--- src/rtl/blade_pkg.sv ---
// Shared definitions for the lightsaber blade PWM stage.
// Holds the blade state encodings and the brightness / PWM end points
// used by the top-level sequencer and the per-colour PWM channels.
package blade_pkg;

  typedef enum logic [1:0] {
    ST_OFF     = 2'd0,
    ST_IGNITE  = 2'd1,
    ST_ON      = 2'd2,
    ST_RETRACT = 2'd3
  } blade_state_e;

  localparam logic [7:0] LEVEL_MAX = 8'd255;
  localparam logic [7:0] PWM_TOP   = 8'd255;

endpackage

--- src/rtl/pwm_channel.sv ---
// One colour channel of the blade LED driver.
// Scales the colour value by (level+1)/256 and latches the result as the
// duty cycle once per PWM period, then compares it against the shared
// period counter.
// Ports:
//   clk      system clock
//   rst      synchronous active-high reset
//   load     high on the last count of a PWM period (duty reload edge)
//   colour   8-bit colour value
//   level    8-bit current brightness
//   pwm_cnt  shared free-running period counter
//   led      PWM drive, high while pwm_cnt < duty
module pwm_channel (
  input  logic       clk,
  input  logic       rst,
  input  logic       load,
  input  logic [7:0] colour,
  input  logic [7:0] level,
  input  logic [7:0] pwm_cnt,
  output logic       led
);

  logic [7:0] duty_q;
  logic [7:0] duty_next;

  // (level+1) makes level 255 an exact unity gain; upper product byte is the duty.
  assign duty_next = 8'((16'(colour) * (16'(level) + 16'd1)) >> 8);

  // Duty only moves at the period boundary so a mid-period change never
  // produces a runt pulse.
  always_ff @(posedge clk) begin
    if (rst) begin
      duty_q <= 8'd0;
    end else if (load) begin
      duty_q <= duty_next;
    end
  end

  assign led = (pwm_cnt < duty_q);

endmodule

--- src/rtl/lightsaber_blade_pwm.sv ---
// Blade ignition/retraction sequencer and RGB PWM driver.
// Ramps the brightness level up while en is held and down when it drops,
// then drives three PWM outputs whose duty is the colour scaled by level.
// Ports:
//   clk        system clock
//   rst        synchronous active-high reset
//   en         blade-on request
//   r_in/g_in/b_in  8-bit colour values
//   led_r/led_g/led_b  PWM drives
//   level      current brightness 0..255
//   state      blade state (OFF/IGNITE/ON/RETRACT)
//   blade_on   high while fully lit
//
// state    | meaning
// OFF      | dark, level 0, waiting for en
// IGNITE   | level climbing one step every RAMP_DIV cycles
// ON       | fully lit, level 255
// RETRACT  | level falling one step every RAMP_DIV cycles
module lightsaber_blade_pwm
  import blade_pkg::*;
#(
  parameter int RAMP_DIV = 4
) (
  input  logic       clk,
  input  logic       rst,
  input  logic       en,
  input  logic [7:0] r_in,
  input  logic [7:0] g_in,
  input  logic [7:0] b_in,
  output logic       led_r,
  output logic       led_g,
  output logic       led_b,
  output logic [7:0] level,
  output logic [1:0] state,
  output logic       blade_on
);

  localparam int RW = (RAMP_DIV > 1) ? $clog2(RAMP_DIV) : 1;
  localparam logic [RW-1:0] RAMP_LAST = RW'(RAMP_DIV - 1);

  blade_state_e  state_q, state_d;
  logic [7:0]    level_q, level_d;
  logic [RW-1:0] ramp_q, ramp_d;
  logic [RW-1:0] ramp_adv;
  logic          ramp_tc;
  logic [7:0]    pwm_cnt_q;
  logic          load;

  assign ramp_tc  = (ramp_q == RAMP_LAST);
  assign ramp_adv = ramp_tc ? '0 : ramp_q + RW'(1);

  always_ff @(posedge clk) begin
    if (rst) begin
      state_q   <= ST_OFF;
      level_q   <= 8'd0;
      ramp_q    <= '0;
      pwm_cnt_q <= 8'd0;
    end else begin
      state_q   <= state_d;
      level_q   <= level_d;
      ramp_q    <= ramp_d;
      pwm_cnt_q <= pwm_cnt_q + 8'd1;
    end
  end

  // Reversals hold the level but let the step timer keep running, so the
  // first step in the new direction lands on the existing step cadence.
  // The end-point guards keep a reversal at 0 or 255 from wrapping level.
  always_comb begin
    state_d = state_q;
    level_d = level_q;
    ramp_d  = ramp_q;
    unique case (state_q)
      ST_OFF: begin
        ramp_d = '0;
        if (en) state_d = ST_IGNITE;
      end
      ST_IGNITE: begin
        if (!en) begin
          state_d = ST_RETRACT;
          ramp_d  = ramp_adv;
        end else if (level_q == LEVEL_MAX) begin
          state_d = ST_ON;
          ramp_d  = '0;
        end else begin
          ramp_d = ramp_adv;
          if (ramp_tc) begin
            level_d = level_q + 8'd1;
            if (level_q == LEVEL_MAX - 8'd1) state_d = ST_ON;
          end
        end
      end
      ST_ON: begin
        ramp_d = '0;
        if (!en) state_d = ST_RETRACT;
      end
      ST_RETRACT: begin
        if (en) begin
          state_d = ST_IGNITE;
          ramp_d  = ramp_adv;
        end else if (level_q == 8'd0) begin
          state_d = ST_OFF;
          ramp_d  = '0;
        end else begin
          ramp_d = ramp_adv;
          if (ramp_tc) begin
            level_d = level_q - 8'd1;
            if (level_q == 8'd1) state_d = ST_OFF;
          end
        end
      end
      default: state_d = ST_OFF;
    endcase
  end

  always_comb begin
    blade_on = (state_q == ST_ON);
    state    = state_q;
    level    = level_q;
  end

  assign load = (pwm_cnt_q == PWM_TOP);

  pwm_channel u_ch_r (
    .clk(clk), .rst(rst), .load(load), .colour(r_in),
    .level(level_q), .pwm_cnt(pwm_cnt_q), .led(led_r)
  );

  pwm_channel u_ch_g (
    .clk(clk), .rst(rst), .load(load), .colour(g_in),
    .level(level_q), .pwm_cnt(pwm_cnt_q), .led(led_g)
  );

  pwm_channel u_ch_b (
    .clk(clk), .rst(rst), .load(load), .colour(b_in),
    .level(level_q), .pwm_cnt(pwm_cnt_q), .led(led_b)
  );

endmodule

--- config.mk ---
export PLATFORM = sky130hd
export DESIGN_NAME = lightsaber_blade_pwm
export DESIGN_NICKNAME = d
export VERILOG_FILES = /design/src/rtl/blade_pkg.sv /design/src/rtl/pwm_channel.sv /design/src/rtl/lightsaber_blade_pwm.sv
export SDC_FILE = /design/constraint.sdc
export NUM_CORES = 1
export LEC_CHECK = 0
export CAP_MARGIN = 5
export CORE_ASPECT_RATIO = 2
export CORE_MARGIN = 3
export CORE_UTILIZATION = 30
export CTS_CLUSTER_SIZE = 25
export DETAILED_ROUTE_END_ITERATION = 8
export GPL_ROUTABILITY_DRIVEN = 0
export PLACE_DENSITY = 0.46
export SETUP_SLACK_MARGIN = 0.3
export SYNTH_ARGS = -nofsm -noshare
export SYNTH_HDL_FRONTEND = slang
export SYNTH_HIERARCHICAL = 1
export SYNTH_SLANG_ARGS = --single-unit
export TNS_END_PERCENT = 10
--- constraint.sdc ---
create_clock -name clk -period 5.18 [get_ports clk]
set_input_delay 0.777 -clock clk [delete_from_list [all_inputs] [get_ports clk]]
set_output_delay 0.777 -clock clk [all_outputs]
set_load 0.005 [all_outputs]
==> flow_summary_export.csv, run 1 <==
group,metric,value,unit
timing,hold_viol_final,0,
grt,grt.overflow.total,0,
logic_synthesis,synthCells,1052,
power,power.leakage,5.67,nW
grt,antenna_found_initial,0,
hold_path,whs_path_depth,1,
logic_synthesis,synth_edf_count,0,
setup_path,worstSetupStartpoint,"level[0]",
timing,hold_ws,434,ps
setup_path,end_kind,"flip-flop",
routing,detail-route-antenna-nets,0,
routing,drc,0,
clock_tree,cts_buffer_depth,2,
floorplan,io-pin-count,41,
clock_tree,cts_tree,"done",
clock_tree,clock-sinks,44,
logic_synthesis,synth_area_leader_cell,"fa_1",
clock_tree,cts_buffers,5,
setup_path,path_class,"reg2reg",
power,power_density,84.7,nW/um^2
placed_design,dp_hpwl,21300,um
clock_tree,clk_pin_slew,80,ps
timing,clock_skew,12.6,ps
grt,track_usage,15.8,%
setup_path,worstPathMaxFanout,6,
logic_synthesis,ys_seq_area_share,9.45,%
setup_path,r2r-end,"u_ch_r/duty_q[7]",
routing,wl_per_cell,15.9,um
timing,worst_pin_slew,595,ps
setup_path,start_kind,"flip-flop",
routing,route.final.wire_length,25200,um
finish,area_growth,26.8,%
clock_tree,clk_latency,300,ps
floorplan,die-area,33400,sq um
finish,antennaDiodeCount,0,
setup_path,cp_cell_sequence,"buf_4 > ha_4 > nand3_4 > nor2_4 > and3_4 > and2_1 > fa_1 > inv_1 > fa_1 > fa_2 > fa_1 > inv_2 > ha_4 > and2_4 > a22o_1 > a31o_1 > o211a_1 > or4_1 > nand3_1",
timing,fmax,197,MHz
routing,vias,7570,
logic_synthesis,synth.top_cells.by_count,"177 x inv_1, 131 x ha_1, 120 x fa_1",
floorplan,start_util,30.7,%
clock_tree,ctsHoldBuffers,0,
clock_tree,root_buffer,"clkbuf_16",
finish,drive_gt1_share,18.5,%
finish,utilization,38.9,%
logic_synthesis,synth_seq_cells,44,
logic_synthesis,synth_ff_type,"dfxtp_1",
logic_synthesis,synth_top_area_share,25.8,%
setup_path,crit_end,"u_ch_r/duty_q[7]",
floorplan,core_area,30400,sq um
setup_path,critPathArrivalTime,5320,ps
logic_synthesis,synth_area,9330,sq um
setup_path,r2r_slack,100,ps
setup_path,required,5420,ps
logic_synthesis,yosysWarningCount,6,
timing,slew_viol_final,0,
power,max-vdd-ir-drop,0.114,mV
logic_synthesis,synthArstFlopShare,0,%
placed_design,port_buffers,40,
logic_synthesis,synth.area.top_cells,"fa_1 26%, ha_1 18%, dfxtp_1 9.4%",
setup_path,cpPeakStageDelay,570,ps
flow_run,maxCapViolCount,0,
routing,drtPass1Iterations,4,
routing,drt-vias-per-instance,4.79,
grt,grt_pass1_vias,8278,
logic_synthesis,ys_types,78,
logic_synthesis,yosysMostFrequentCell,"inv_1",
timing,timing.slew.headroom,60.3,%
status,status,"finished clean",
setup_path,reg2reg_from,"level[0]",
floorplan,die_x,131,um
logic_synthesis,synth_nets,1330,
hold_path,hold_class,"reg2reg",
setup_path,slowest_stage,"fa_1",
floorplan,dieHeight,255,um
setup_path,ff2ff_path_depth,19,
grt,grt_max_degree,35,
routing,first_iter_violations,196,
setup_path,path_common_cell,"fa_1",
finish,fin_nets,1491,
logic_synthesis,avgSynthCellArea,8.86,sq um
timing,fin_crit_sh,98.1,%
grt,grt_first_pass_wirelength,41900,um
clock_tree,htreeDepth,2,
timing,rsz0062_at_grt,"true",
timing,period_needed,5080,ps
timing,setup_violations,0,
floorplan,row_count,90,
-- cell families (layout without fill, tap and decap cells) --
group	count (synthesis)	in the layout	share of synthesized area (%)
AOI/OAI and AO/OA	115	115	9.11
xor gates and xnor gates	47	47	4.41
adders and majority gates	251	251	43.3
buffers and inverters	190	352	7.84
DFF	44	44	9.45
muxes	13	13	1.57
and+or+nand+nor	392	392	24.3
-- worst max-delay path, delay by kind of cell, from the launching register on --
family	cells	cell delay, ps
AO/OA/AOI/OAI	3	670
flip-flops	1	390
adder cells (fa/ha/maj)	6	2520
AND/OR/NAND/NOR	7	1180
buffers and inverters	3	250
-- metal layers --
| metal | track usage (%) | wire length (um) | vias to the layer above | share of wire (%) |
|---|---|---|---|---|
| met3 | 0.627 | 271 | 24 | 1.1 |
| met5 | 0 | 0 | - | 0 |
| met1 | 16.5 | 8960 | 3730 | 36 |
| met4 | 4.75 | 627 | 0 | 2.5 |
| li1 | - | - | 3755 | - |
| met2 | 32.2 | 15300 | 61 | 61 |
-- layout by cell type (no fill, tap or decap), drive strengths merged, types with 5 or more instances in the layout --
cell	Yosys	final
or3	6	6
and2b	15	15
a21oi	28	28
fa	120	120
and3	11	11
o311ai	5	5
o21ai	18	18
xor2	24	24
and2	92	92
clkdlybuf4s50	0	38
inv	177	179
a31oi	5	5
mux2	7	7
o22ai	5	5
nand2b	32	32
nand4b	5	5
xnor2	23	23
dfxtp	44	44
nand3	23	23
nor2	44	44
nand4	6	6
ha	131	131
nand2	61	61
nor2b	59	59
a21o	11	11
clkbuf	9	5
mux2i	6	6
nor3	14	14
buf	4	128
a221oi	5	5
and4	5	5
-- worst min path at each step --
stage                          from        end  slack (ps)
after floorplan           ramp_q[0]  ramp_q[0]         400
after global placement    ramp_q[0]  ramp_q[0]         410
after detailed placement  ramp_q[0]  ramp_q[0]         430
after CTS                 ramp_q[0]  ramp_q[0]         440
after global routing      ramp_q[0]  ramp_q[0]         470
final                     ramp_q[0]  ramp_q[0]         430
-- area by class of cell --
type                    count  area [sq um]
clock inverters             3          45.0
inverters                 177           664
clock buffers               5           125
repair buffers            167          1410
fillers                  3181         18600
flip-flops and latches     44           905
well taps                 368           460
multi-input cells         818          8220
-- what timing repair did --
item	4_1_cts	5_1_grt
gates resized for setup	22	15
hold endpoints to repair	0	0
pin swaps	17	10
setup buffers	15	8
setup endpoints to repair	16	21
gates cloned	0	0
-- metrics by stage --
| step | TNS, ps | cell area, sq um | instances | power, mW | setup WS [ps] |
|---|---|---|---|---|---|
| after floorplan | 0 | 9660 | 1052 | 0.499 | 256 |
| after global placement | -2380 | 11200 | 1551 | 0.624 | -250 |
| after detailed placement | -2830 | 11200 | 1551 | 0.624 | -300 |
| after CTS | 0 | 11700 | 1574 | 1.03 | 55.1 |
| after global routing | -365 | 11800 | 1582 | 1.06 | -73.4 |
| final | 0 | 11800 | 1582 | 1.00 | 96.5 |
-- power breakdown --
part / leakage (nW) / switching (mW) / internal, mW
Combinational: 5.22 / 0.122 / 0.131
Clock: 0.0847 / 0.158 / 0.230
Sequential: 0.361 / 0.0130 / 0.347
Total: 5.67 / 0.293 / 0.708
-- state kept, by name, indices dropped and copies added (netlist names) --
register	cells
u_ch_g/duty_q	8
level	8
pwm_cnt_q	8
u_ch_r/duty_q	8
ramp_q	2
u_ch_b/duty_q	8
state	2
Note: power is estimated with default switching activity, not from simulation.
==> run 2, diff against run 1 <==
- CELL_PAD_IN_SITES_DETAIL_PLACEMENT: unset -> 0
- CELL_PAD_IN_SITES_GLOBAL_PLACEMENT: unset -> 1
- PLACE_DENSITY: 0.46 -> 0.56
==> flow_summary_export.csv, run 2 (synthesis results as in run 1) <==
group,metric,value,unit
timing,timing.slew.headroom,58.2,%
setup_path,worstSetupStartpoint,"level[0]",
clock_tree,cts_buffer_depth,2,
timing,fin_crit_sh,97.7,%
placed_design,port_buffers,40,
finish,area_growth,27.2,%
power,cell_internal_pwr,0.706,mW
floorplan,row_count,90,
clock_tree,clk_latency,300,ps
power,p_clk_share,38.6,%
setup_path,critPathArrivalTime,5270,ps
clock_tree,cts_buffers,5,
clock_tree,clock-sinks,44,
clock_tree,htreeDepth,2,
clock_tree,root_buffer,"clkbuf_16",
setup_path,required,5390,ps
floorplan,start_util,30.7,%
power,max-vdd-ir-drop,0.145,mV
grt,grt_pass1_vias,8399,
setup_path,worstPathMaxFanout,7,
power,sw_frac_of_total,29.0,%
floorplan,die-area,33400,sq um
timing,setup_slack,119,ps
routing,drc,0,
grt,grt.overflow.total,0,
setup_path,ff2ff_path_depth,19,
floorplan,die_x,131,um
timing,tns,0,ps
routing,drtPass1Iterations,4,
finish,utilization,39.0,%
clock_tree,clk_pin_slew,70,ps
routing,drt-vias-per-instance,4.81,
timing,worst_pin_slew,627,ps
hold_path,whs_path_depth,1,
routing,detail-route-antenna-nets,0,
clock_tree,ctsHoldBuffers,0,
grt,grt_max_degree,35,
grt,antenna_found_initial,0,
grt,grt_first_pass_wirelength,41900,um
timing,hold_ws,431,ps
setup_path,reg2reg_from,"level[0]",
finish,fin_nets,1494,
floorplan,core_area,30400,sq um
status,status,"finished clean",
timing,clock_skew,4.06,ps
finish,antennaDiodeCount,0,
timing,slew_viol_final,0,
routing,first_iter_violations,197,
setup_path,path_class,"reg2reg",
finish,drive_gt1_share,18.7,%
grt,track_usage,15.8,%
power,power_switching,0.288,mW
power,p_seq_share,36.4,%
clock_tree,cts_tree,"done",
placed_design,pre_cts_ws,-295,ps
power,p_comb_share,25.0,%
routing,wl_per_cell,16.0,um
timing,period_needed,5060,ps
flow_run,maxCapViolCount,0,
setup_path,start_kind,"flip-flop",
timing,rsz0062_at_grt,"true",
placed_design,placed_cell_area,11300,sq um
placed_design,dp_hpwl,21300,um
floorplan,io-pin-count,41,
finish,final_common_cell,"inv_1",
setup_path,end_kind,"flip-flop",
power,power.leakage,5.72,nW
timing,hold_viol_final,0,
floorplan,dieHeight,255,um
finish,stdcell_area,11900,sq um
timing,setup_violations,0,
timing,fmax,198,MHz
hold_path,hold_class,"reg2reg",
routing,vias,7629,
power,power_density,83.8,nW/um^2
routing,route.final.wire_length,25300,um
finish,layout_common_cells,"173 x inv_1, 124 x buf_4, 121 x ha_1, 116 x fa_1, 88 x and2_1",
hold_path,min_from,"ramp_q[0]",
-- run 2: repair_timing --
action	in CTS	in global routing
gates resized for setup	22	20
buffers inserted	19	5
endpoints found under the setup margin	17	21
pin swaps	16	18
-- run 2: path summary, 6_finish.rpt --
path | end | slack [ps]
max | u_ch_g/duty_q[7] | 120
min | ramp_q[0] | 430
max reg2reg | u_ch_g/duty_q[7] | 120
min reg2reg | ramp_q[0] | 430
-- run 2: cell type report --
| type | instances | area (sq um) |
|---|---|---|
| sequential | 44 | 902 |
| clock inverter | 3 | 47.5 |
| multi-input combinational | 818 | 8230 |
| fill | 3171 | 18500 |
| tap | 368 | 460 |
| timing repair buffer | 170 | 1440 |
| clock buffer | 5 | 125 |
| inverter | 177 | 664 |
-- run 2: metrics by stage --
step	total power [mW]	instances
global placement	0.622	1553
CTS	1.02	1580
detailed placement	0.623	1553
floorplan	0.499	1052
global route	1.05	1585
finish	0.994	1585
-- run 2: worst max-delay path, cell delays in order (launching register included) --
cell and delay, ps:
dfxtp_4 360, buf_4 180, nand2_1 100, nor2_4 150, nand3_1 140, xnor2_2 250
buf_4 200, nand2_1 90, fa_1 520, fa_1 460, fa_1 540, fa_1 560
inv_1 50, ha_1 210, a21o_1 220, nand4_1 100, nand3_1 80, a311o_1 330
or3_1 340, o311ai_1 70
-- run 2: per-layer routing --
metal,share of wire (%),GRT usage (%),vias up
li1,-,-,3762
met1,35,16.4,3754
met2,60,32.0,79
met3,1.2,0.753,34
met4,3.2,5.64,0
met5,0,0,-
-- run 2: power by group through the flow --
stage,Clock [mW],Sequential [mW],Combinational (mW)
after global routing,0.409,0.365,0.281
after CTS,0.402,0.362,0.254
after global placement,0,0.370,0.252
after detailed placement,0,0.371,0.253
after floorplan,0,0.367,0.132
final,0.383,0.362,0.249
==> run 3, diff against run 2 <==
- CTS_CLUSTER_SIZE: 25 -> unset
==> results of run 3 <==
Same layout as run 2: the final DEF is identical, and so are final timing and power.
